File: src/rtl/mem_stage_lsu_pkg.sv
// Shared definitions for the memory-stage load/store unit: funct3 size codes
// and the access FSM state encoding.
package mem_stage_lsu_pkg;

  localparam logic [2:0] F3_LB  = 3'b000;
  localparam logic [2:0] F3_LH  = 3'b001;
  localparam logic [2:0] F3_LW  = 3'b010;
  localparam logic [2:0] F3_LBU = 3'b100;
  localparam logic [2:0] F3_LHU = 3'b101;

  typedef enum logic [1:0] {
    IDLE   = 2'd0,
    ACCESS = 2'd1,
    DONE   = 2'd2
  } lsu_state_e;

endpackage

File: src/rtl/mem_stage_lsu_load_align.sv
// Picks the byte/halfword addressed inside a read word and sign- or
// zero-extends it according to funct3.
module load_align
  import mem_stage_lsu_pkg::*;
(
  input  logic [31:0] rdata,
  input  logic [1:0]  addr,
  input  logic [2:0]  funct3,
  output logic [31:0] data
);

  logic [31:0] shifted;

  // Bring the addressed lane down to bit 0 before extending.
  assign shifted = rdata >> {addr, 3'b000};

  always_comb begin
    data = rdata;
    case (funct3)
      F3_LB:   data = {{24{shifted[7]}}, shifted[7:0]};
      F3_LH:   data = {{16{shifted[15]}}, shifted[15:0]};
      F3_LBU:  data = {24'd0, shifted[7:0]};
      F3_LHU:  data = {16'd0, shifted[15:0]};
      default: data = rdata;
    endcase
  end

endmodule

File: src/rtl/mem_stage_lsu.sv
// MEM-stage load/store unit: fault detection, store lane/strobe generation,
// req/ready bus handshake FSM and the registered load result.
module mem_stage_lsu
  import mem_stage_lsu_pkg::*;
#(
  parameter int ADDR_W = 32
) (
  input  logic              clk,
  input  logic              rst,
  input  logic              mem_read_m,
  input  logic              mem_write_m,
  input  logic [2:0]        funct3_m,
  input  logic [ADDR_W-1:0] alu_result_m,
  input  logic [31:0]       write_data_m,
  output logic              bus_req,
  output logic              bus_we,
  output logic [ADDR_W-1:0] bus_addr,
  output logic [31:0]       bus_wdata,
  output logic [3:0]        bus_wstrb,
  input  logic              bus_ready,
  input  logic [31:0]       bus_rdata,
  output logic [31:0]       read_data_m,
  output logic              stall_m,
  output logic              fault_m
);

  lsu_state_e  state_reg, state_next;
  logic [31:0] read_data_reg;
  logic [31:0] load_value;
  logic [1:0]  size;
  logic        access, illegal_f3, misaligned, load_done;

  assign access = mem_read_m | mem_write_m;
  assign size   = funct3_m[1:0];

  assign illegal_f3 = (funct3_m == 3'b011) || (funct3_m[2:1] == 2'b11) ||
                      (mem_write_m && funct3_m[2]);
  assign misaligned = ((size == 2'b01) && alu_result_m[0]) ||
                      ((size == 2'b10) && (alu_result_m[1:0] != 2'b00));
  assign fault_m    = access && (illegal_f3 || misaligned || (mem_read_m && mem_write_m));

  assign bus_we   = mem_write_m;
  assign bus_addr = {alu_result_m[ADDR_W-1:2], 2'b00};

  always_comb begin
    bus_wstrb = 4'b0000;
    if (mem_write_m) begin
      case (size)
        2'b00:   bus_wstrb = 4'b0001 << alu_result_m[1:0];
        2'b01:   bus_wstrb = 4'b0011 << {alu_result_m[1], 1'b0};
        default: bus_wstrb = 4'b1111;
      endcase
    end
  end

  // Replicate the store data across lanes so the strobe alone selects the target.
  for (genvar gi = 0; gi < 4; gi++) begin : g_lane
    assign bus_wdata[gi*8 +: 8] = (size == 2'b00) ? write_data_m[7:0] :
                                  (size == 2'b01) ? write_data_m[(gi%2)*8 +: 8] :
                                                    write_data_m[gi*8 +: 8];
  end

  load_align u_load_align (
    .rdata  (bus_rdata),
    .addr   (alu_result_m[1:0]),
    .funct3 (funct3_m),
    .data   (load_value)
  );

  assign load_done = (state_reg == ACCESS) && bus_ready && mem_read_m;

  always_ff @(posedge clk) begin
    if (rst) begin
      state_reg     <= IDLE;
      read_data_reg <= 32'd0;
    end else begin
      state_reg <= state_next;
      if (load_done)
        read_data_reg <= load_value;
    end
  end

  assign read_data_m = read_data_reg;

  // DONE never starts a new access: the finished instruction is still in MEM.
  always_comb begin
    state_next = state_reg;
    bus_req    = 1'b0;
    stall_m    = 1'b0;
    case (state_reg)
      IDLE: begin
        if (access && !fault_m) begin
          stall_m    = 1'b1;
          state_next = ACCESS;
        end
      end
      ACCESS: begin
        bus_req = 1'b1;
        stall_m = 1'b1;
        if (bus_ready)
          state_next = DONE;
      end
      DONE:    state_next = IDLE;
      default: state_next = IDLE;
    endcase
  end

endmodule

File: config.mk
export PLATFORM = sky130hd
export DESIGN_NAME = mem_stage_lsu
export DESIGN_NICKNAME = d
export VERILOG_FILES = /design/src/rtl/mem_stage_lsu_pkg.sv /design/src/rtl/mem_stage_lsu_load_align.sv /design/src/rtl/mem_stage_lsu.sv
export SDC_FILE = /design/constraint.sdc
export NUM_CORES = 1
export LEC_CHECK = 0
export BUFFER_PORTS_ARGS = -buffer_cell sky130_fd_sc_hd__buf_2
export CORE_UTILIZATION = 44
export CTS_BUF_LIST = sky130_fd_sc_hd__clkbuf_4 sky130_fd_sc_hd__clkbuf_8 sky130_fd_sc_hd__clkbuf_16
export CTS_CLUSTER_SIZE = 30
export DETAILED_ROUTE_END_ITERATION = 12
export PLACE_DENSITY = 0.88
export RECOVER_POWER = 100
export SETUP_SLACK_MARGIN = 0.2
export SLEW_MARGIN = 20
export SYNTH_ARGS = -nofsm -noshare
export SYNTH_HDL_FRONTEND = slang
export SYNTH_HIERARCHICAL = 1
export SYNTH_SLANG_ARGS = --single-unit
File: constraint.sdc
create_clock -name clk -period 3.55 [get_ports clk]
set_input_delay 0.5325 -clock clk [delete_from_list [all_inputs] [get_ports clk]]
set_output_delay 0.5325 -clock clk [all_outputs]
set_load 0.01 [all_outputs]
### Word level (Yosys, flattened, before mapping)

Cells that the tools add are included.

* multiplexer cells: 14
* eq/ne operators: 10
* shift operators: 3
* reduce and logical (&&, ||, !) cells: 19
* bitwise logic cells: 1

Operator list (number)
* case mux 32 bit (4 select lines): 1
* two-way mux 8 bit: 5
* right shift 32 x 5 -> 16 bit: 1
* logical AND 1 bit: 8
* case mux 4 bit (2 select lines): 1
* equality test 3 bit, second input constant: 2
* logical OR 1 bit: 5
* equality test 2 x 1 -> 1 bit, second input constant: 2
* equality test 2 bit, second input constant: 2
* zero test 2 bit: 2
* two-way mux 2 bit: 2
* two-way mux 4 bit: 1
* inequality test 2 bit, second input constant: 2
* case mux 2 bit (2 select lines): 1
* << shifter 1 x 2 -> 4 bit, first input constant: 1
* << shifter 2 x 2 -> 4 bit, first input constant: 1
* equality test 3 x 1 -> 1 bit, second input constant: 1
* equality test 3 x 2 -> 1 bit, second input constant: 1
* zero test 3 bit: 1
* two-way mux 1 bit: 2
* case mux 1 bit (2 select lines): 1
* AND reduction 2 bit: 1
* nonzero test 2 bit: 1
* zero test 1 bit: 1
* bitwise OR 1 bit: 1

* bits in registers: 34
* input port bits: 104

### Depth between registers and ports, before layout

Gate-level depths: netlist of run 1.

* word-level depth: 10
* gate-level depth with buffers: 6

### Hierarchy

Netlist of run 1, hierarchy kept.

By module, submodules not included
* mem_stage_lsu: cells each 253, instances 1, area an instance 1999.4 um^2, sequential area each 680.7 um^2
* load_align: cells each 106, instances 1, area an instance 691.9 um^2, sequential area each 0.0 um^2

### Worst setup path before layout of run 1

Ideal clock, no wire load.

* path kind: input-to-output
* start point: input funct3_m[0]
* end point: output stall_m
* data arrival time: 1266 ps
* required time: 3017 ps
* cell stages on the path: 4
* buffers on the path: 1
* path slack: 1752 ps
* cells stage by stage: buf_4 -> o21ai_0 -> nand3_1 -> o21ai_0

* cells in the longest elaborated chain, start to end: 10

Ends and longest elaborated chain
* from (decl): RTL line mem_stage_lsu.sv:12 `input logic [2:0] funct3_m,`
* equality test 3 x 2 -> 1 bit, or another cell as far along: RTL line mem_stage_lsu.sv:36 `assign illegal_f3 = (funct3_m == 3'b011) || (funct3_m[2:1] == 2'b11) ||`
* logical OR 1 bit, or another cell as far along: RTL line mem_stage_lsu.sv:36
* logical OR 1 bit (on tied branches): RTL line mem_stage_lsu.sv:36, mem_stage_lsu.sv:38
* logical OR 1 bit * (2 in series): RTL line mem_stage_lsu.sv:40 `assign fault_m = access && (illegal_f3 || misaligned || (mem_read_m && mem_write_m));`
* logical AND 1 bit *: RTL line mem_stage_lsu.sv:40
* zero test 1 bit *: RTL line mem_stage_lsu.sv:92 `if (access && !fault_m) begin`
* logical AND 1 bit *: RTL line mem_stage_lsu.sv:92
* two-way mux 1 bit *: RTL line mem_stage_lsu.sv:92
* case mux 1 bit (2 select lines) *: RTL line mem_stage_lsu.sv:90 `case (state_reg)`
* to (decl): RTL line mem_stage_lsu.sv:23 `output logic stall_m,`

Mark *: on every way between the ends. The rest lies on a longest branch, timed or not.

### Worst setup path in the final report of run 1

* start point: input funct3_m[0]
* end point: output bus_wdata[13]

* cells in the longest elaborated chain, start to end: 2

Ends and longest elaborated chain
* zero test 2 bit: RTL line mem_stage_lsu.sv:58 `assign bus_wdata[gi*8 +: 8] = (size == 2'b00) ? write_data_m[7:0] :`
* two-way mux 8 bit: RTL line mem_stage_lsu.sv:58
* to (decl): RTL line mem_stage_lsu.sv:18 `output logic [31:0] bus_wdata,`

No other way between the ends.

==> impl_metrics.tcl, run 1 <==
set metrics [dict create \
    place.gp.congestion 0.8552 \
    r2r_slack_ps 2150 \
    clk_path_buf_depth 2 \
    crit_slowest_cell "clkbuf_1" \
    antenna_found_initial 0 \
    violations "capacitance limit, slew limit" \
    timing.critical_path.slowest_cell_delay_ps 730 \
    yosys-top-cells-count "103 x nand2_1, 42 x buf_4, 34 x dfxtp_1" \
    power_density_nw_per_um2 323.0 \
    fmax_mhz 369.4 \
    dp_worst_setup_slack_ps 1169 \
    syn_to_final_growth_pct 15.02 \
    largest_reg_flops 32 \
    placedCellCount 518 \
    internal-power_mw 0.7005 \
    min_path_type "reg -> reg" \
    crit_fanout 17 \
    port_buffers 145 \
    power_frac_clock_pct 35.0 \
    routed_wl_um 7870 \
    peakVddDrop_mv 0.2506 \
    place_hpwl_um 6016 \
    seq_area_um2 680.7 \
    grt_usage_pct 24.18 \
    die_width_um 80.21 \
    crit_top_cell "clkbuf_1" \
    slew-limit-headroom_pct -6.445 \
    yosys.area.top_type "dfxtp_1" \
    netlist_top_cells_area "dfxtp_1 25%, nand2_1 14%, buf_4 12%" \
    maxSlewViolCount 36 \
    netlist_area_um2 2691 \
    n_fill_cell 625 \
    cts_buffers 5 \
    synth-edff-count 0 \
    async_flop_share_pct 0 \
    crit_start "funct3_m[0]" \
    finalPower_mw 0.9999 \
    rr_endpoint "read_data_m[14]" \
    cts_hold_repair.buffers 0 \
    clock_latency_ps 290 \
    critPathLaunchType "input pin" \
    r2r_cells 3 \
    wire_per_inst_um 14.96 \
    nets 554 \
    synth_seq_area_share_pct 25.29 \
    power_leakage_nw 1.235 \
    die_area_um2 6434 \
    synth_cells 359 \
    clock_skew_ps 2.135 \
    htreeDepth 2 \
    cts.repair.resized 0 \
    avgViaCountPerCell 5.380 \
    synth_area_per_cell_um2 7.497 \
    crit_end "bus_wdata[13]" \
    grt_max_degree 40 \
    path_buf_inv 2 \
    n_antenna_cell 0 \
    synthFlopType "dfxtp_1" \
    grt_pass1_vias 2586 \
    period_needed_ps 2707 \
    crit_required_ps 3020 \
    clk_pin_slew_ps 70 \
    drtAntennaViolNets 0 \
    grt_pass1_wl_um 12010 \
    root_buffer "clkbuf_8" \
    finalSetupViolations 0 \
    drt_iter0_drc 263 \
    post-route-period-util_pct 76.26 \
    std_cell_rows 28 \
    critical_path.cell_chain "clkbuf_1 > nor2_1 > mux2_2 > clkbuf_1" \
    comb_power_share_pct 26.1 \
    setup_tns_ps 0 \
    end_kind "primary output" \
    outcome "finished, violations left" \
    cp.arrival_ps 2170 \
    hold_path_depth 2 \
    grt_overflow 0 \
    chipHeight_um 80.21 \
    netlist.area_leader.share_pct 25.29 \
    synth_cell_types 41 \
    synth.most_common_cell "nand2_1" \
    drv_cap 1 \
    worstMarginPinSlew_ps 1597 \
    start_util_pct 45.46 \
    io_pins 208 \
    ys_ff_latch 34 \
    r2r-start "state_reg[0]" \
    multi_input_area_um2 1539 \
    final_cells 526 \
    hold_viol 0 \
    path_delay_family "buffers and inverters" \
    post_cts_buffers 0 \
    cts_tree "done" \
    critical_path_class "in -> out" \
    design.core.area_um2 5921 \
    layout-drive-gt1-share_pct 25.72 \
    fin_ws_ps 842.6 \
    rsz0062_at_grt "no" \
    vias 2830 \
    synth.yosys.warnings 6 \
    swShare_pct 29.94 \
    power.switching_mw 0.2994 \
    post-route-drc-count 0 \
    cp_num_cells 4 \
    drtPass1Iterations 4 \
    p_seq_share_pct 39.0 \
    cts_sinks 34 \
]
==> worst min path at each step <==
stage	startpoint	endpoint
finish	read_data_m[21]	read_data_m[21]
global placement	read_data_m[10]	read_data_m[10]
CTS	read_data_m[15]	read_data_m[15]
floorplan	read_data_m[10]	read_data_m[10]
detailed placement	read_data_m[15]	read_data_m[15]
global route	read_data_m[15]	read_data_m[15]
==> tightest hold or removal path, stage by stage, from the launching register on <==
cell,delay (ps)
dfxtp_1,310
nand2_1,50
a21oi_1,50
==> stage by stage <==
stage | area (um2) | util (%) | hold slack [ps]
after floorplan | 2695 | - | 480.5
after global placement | 3089 | 52.18 | 441.7
after detailed placement | 3089 | 52.18 | 444.6
after CTS | 3198 | 54.02 | 455.0
after global routing | 3095 | 52.28 | 474.1
final | 3095 | 52.28 | 454.7
==> final cells by class <==
| class | instances | area share [%] |
|---|---|---|
| multi-input cells | 256 | 49.72 |
| clock inverters | 3 | 1.293 |
| flip-flops and latches | 34 | 21.99 |
| clock buffers | 5 | 2.223 |
| inverters | 6 | 0.7276 |
| repair buffers | 147 | 21.02 |
| well taps | 75 | 3.032 |
==> power by group through the flow <==
stage	Clock (mW)	Combinational [mW]	Sequential (mW)
floorplan	0	0.200	0.400
global placement	0	0.266	0.398
detailed placement	0	0.270	0.398
CTS	0.360	0.271	0.389
global route	0.375	0.285	0.390
finish	0.350	0.261	0.390
==> placed cells by master, fill, tap and decap left out, types with 2 or more instances in the layout <==
cell      count
nand2b_1      2
buf_2        73
nor2_1        4
inv_1         6
a22oi_1       5
o21ai_0      31
mux2i_1      12
mux2_2       23
conb_1        2
clkinv_2      2
buf_4         2
nor2b_1       3
a221oi_1      5
o31ai_1       8
o21bai_1      2
nand2_1     103
dfxtp_1      34
a21oi_2       4
a21oi_1      31
clkbuf_8      5
a22o_1        2
clkbuf_1     72
o21a_1        3
==> layer usage <==
layer  routed length, um  track usage, %  vias to the layer above
met1                2843           24.98                     1293
met2                4189           45.13                      126
li1                    -               -                     1380
met4                 231           11.61                        0
met3                 606           6.023                       31
met5                   0               0                        -
==> logic make-up after synthesis <==
kind of cell / count (synthesis) / synth area share, %
multiplexers: 36 / 14.92
buffers and inverters: 70 / 17.20
other: 1 / 0.1393
flip-flops: 34 / 25.29
AO/OA/AOI/OAI: 100 / 24.55
AND/OR/NAND/NOR: 118 / 17.90
Note: power is estimated with default switching activity, not from simulation.
==> inputs of run 2 (changes only) <==
--- a/config.mk
+++ b/config.mk
@@ -6,11 +6,11 @@
 export NUM_CORES = 1
 export LEC_CHECK = 0
 export BUFFER_PORTS_ARGS = -buffer_cell sky130_fd_sc_hd__buf_2
-export CORE_UTILIZATION = 44
+export CORE_UTILIZATION = 41
 export CTS_BUF_LIST = sky130_fd_sc_hd__clkbuf_4 sky130_fd_sc_hd__clkbuf_8 sky130_fd_sc_hd__clkbuf_16
 export CTS_CLUSTER_SIZE = 30
 export DETAILED_ROUTE_END_ITERATION = 12
-export PLACE_DENSITY = 0.88
+export PLACE_DENSITY = 0.82
 export RECOVER_POWER = 100
 export SETUP_SLACK_MARGIN = 0.2
 export SLEW_MARGIN = 20
==> constraint.sdc (replaced) <==
create_clock -name clk -period 2.7 [get_ports clk]
set_input_delay 0.405 -clock clk [delete_from_list [all_inputs] [get_ports clk]]
set_output_delay 0.405 -clock clk [all_outputs]
set_load 0.01 [all_outputs]
==> run 2 against run 1 <==
The run still ends with capacitance limit, slew limit left. Die area grew 7.1%. Register-to-register slack got worse by 670 ps. Clock power up 29%. Via count up 1.8%. Clock skew rose by 1.2 ps. Sequential share of layout area down 0.17 points. Non-clock buffer count is 2 higher. Largest power group unchanged.
==> impl_metrics.tcl, run 2 (synthesized netlist as in run 1, its figures left out) <==
set metrics [dict create \
    end_kind "primary output" \
    wire_per_inst_um 15.63 \
    r2r-start "state_reg[1]" \
    crit_fanout 23 \
    p_seq_share_pct 39.2 \
    placedCellCount 522 \
    clk_path_buf_depth 2 \
    antenna_found_initial 1 \
    clock_latency_ps 290 \
    drtPass1Iterations 4 \
    critical_path_class "in -> out" \
    power_leakage_nw 1.251 \
    post-route-period-util_pct 83.45 \
    final_cells 531 \
    start_util_pct 42.38 \
    rsz0062_at_grt "no" \
    r2r_slack_ps 1480 \
    cts_buffers 5 \
    port_buffers 145 \
    avgViaCountPerCell 5.424 \
    hold_path_depth 2 \
    internal-power_mw 0.9081 \
    place_hpwl_um 6382 \
    critPathLaunchType "input pin" \
    power_frac_clock_pct 34.4 \
    post_cts_buffers 0 \
    root_buffer "clkbuf_8" \
    grt_pass1_wl_um 13120 \
    worstMarginPinSlew_ps 1696 \
    grt_overflow 0 \
    fmax_mhz 443.8 \
    hold_viol 0 \
    drt_iter0_drc 254 \
    post-route-drc-count 0 \
    cts.repair.resized 0 \
    violations "capacitance limit, slew limit" \
    period_needed_ps 2253 \
    grt_max_degree 36 \
    nets 556 \
    mostFrequentLayoutCells "103 x nand2_1, 76 x buf_2, 70 x clkbuf_1, 34 x dfxtp_1" \
    setup_tns_ps 0 \
    clk_pin_slew_ps 70 \
    layout_commonest_cell "nand2_1" \
    n_fill_cell 695 \
    largest_reg_flops 32 \
    chipHeight_um 83.02 \
    cts_sinks 34 \
    die_area_um2 6892 \
    place.gp.congestion 0.8280 \
    grt_usage_pct 23.61 \
    min_path_type "in -> reg" \
    maxSlewViolCount 36 \
    cts_tree "done" \
    peakVddDrop_mv 0.2613 \
    cts_hold_repair.buffers 0 \
    rr_endpoint "read_data_m[10]" \
    vias 2880 \
    syn_to_final_growth_pct 15.90 \
    holdCritStartpoint "bus_ready" \
    std_cell_rows 29 \
    hold_end "state_reg[0]" \
    clock_skew_ps 3.341 \
    crit_required_ps 2300 \
    design.core.area_um2 6350 \
    routed_wl_um 8298 \
    grt_pass1_vias 2713 \
    power.switching_mw 0.3992 \
    htreeDepth 2 \
    swShare_pct 30.54 \
    outcome "finished, violations left" \
    io_pins 208 \
    slew-limit-headroom_pct -13.04 \
    drtAntennaViolNets 0 \
    design_area_um2 3119 \
    finalPower_mw 1.307 \
    cp.arrival_ps 1850 \
    finalSetupViolations 0 \
    comb_power_share_pct 26.4 \
    die_width_um 83.02 \
    power_density_nw_per_um2 419.1 \
    layout-drive-gt1-share_pct 26.27 \
    dpl_cell_area_um2 3107 \
    r2r_cells 4 \
    drv_cap 1 \
]
-- run 2: changes by cell type in the layout (fill, tap and decap cells not counted), moves of 2 or more --
cell	previous run	this run
buf_2	73	76
clkbuf_8	5	8
clkbuf_1	72	70
clkinv_2	2	0
-- run 2: how the worst max path moves through the flow --
stage,to,slack (ps),start
floorplan,read_data_m[29],1070,alu_result_m[0]
global placement,read_data_m[29],540,alu_result_m[1]
detailed placement,read_data_m[28],470,alu_result_m[1]
CTS,bus_wdata[14],680,funct3_m[0]
global route,bus_wdata[20],320,funct3_m[1]
finish,bus_wdata[20],450,funct3_m[1]
-- run 2: metrics by stage --
step                      hold slack (ps)  util [%]  setup slack [ps]
after floorplan                     480.5         -              1071
after global placement              441.4     48.93             541.1
after detailed placement            443.7     48.93             472.5
after CTS                           364.8     50.66             677.2
after global routing                371.1     49.12             320.3
final                               368.0     49.12             446.8
-- run 2: layer usage --
metal  global-route usage (%)  wire length (um)  share of wire, %  vias up
met4                    9.875               175               2.1        0
met3                    6.362               670               8.1       17
met2                    41.88              4299                52      149
met5                        0                 0                 0        -
li1                         -                 -                 -     1380
met1                    26.51              3154                38     1334
-- run 2: final cells by class --
class / instances / area, um2 / share of cell area [%]
clock buffers: 8 / 110.1 / 3.530
flip-flops and latches: 34 / 680.7 / 21.82
repair buffers: 149 / 665.6 / 21.34
multi-input cells: 256 / 1541 / 49.42
well taps: 77 / 96.34 / 3.089
diodes: 1 / 2.502 / 0.08022
inverters: 6 / 22.52 / 0.7220
-- run 2: worst max-delay path, cell delays in order --
cell,delay (ps)
buf_2,340
clkbuf_1,560
mux2_2,400
clkbuf_1,130
-- run 2: power groups by stage --
stage / combinational [mW] / sequential (mW) / clock, mW
detailed placement: 0.357 / 0.523 / 0
CTS: 0.359 / 0.512 / 0.454
floorplan: 0.262 / 0.526 / 0
global placement: 0.352 / 0.523 / 0
finish: 0.345 / 0.512 / 0.450
global route: 0.381 / 0.513 / 0.475
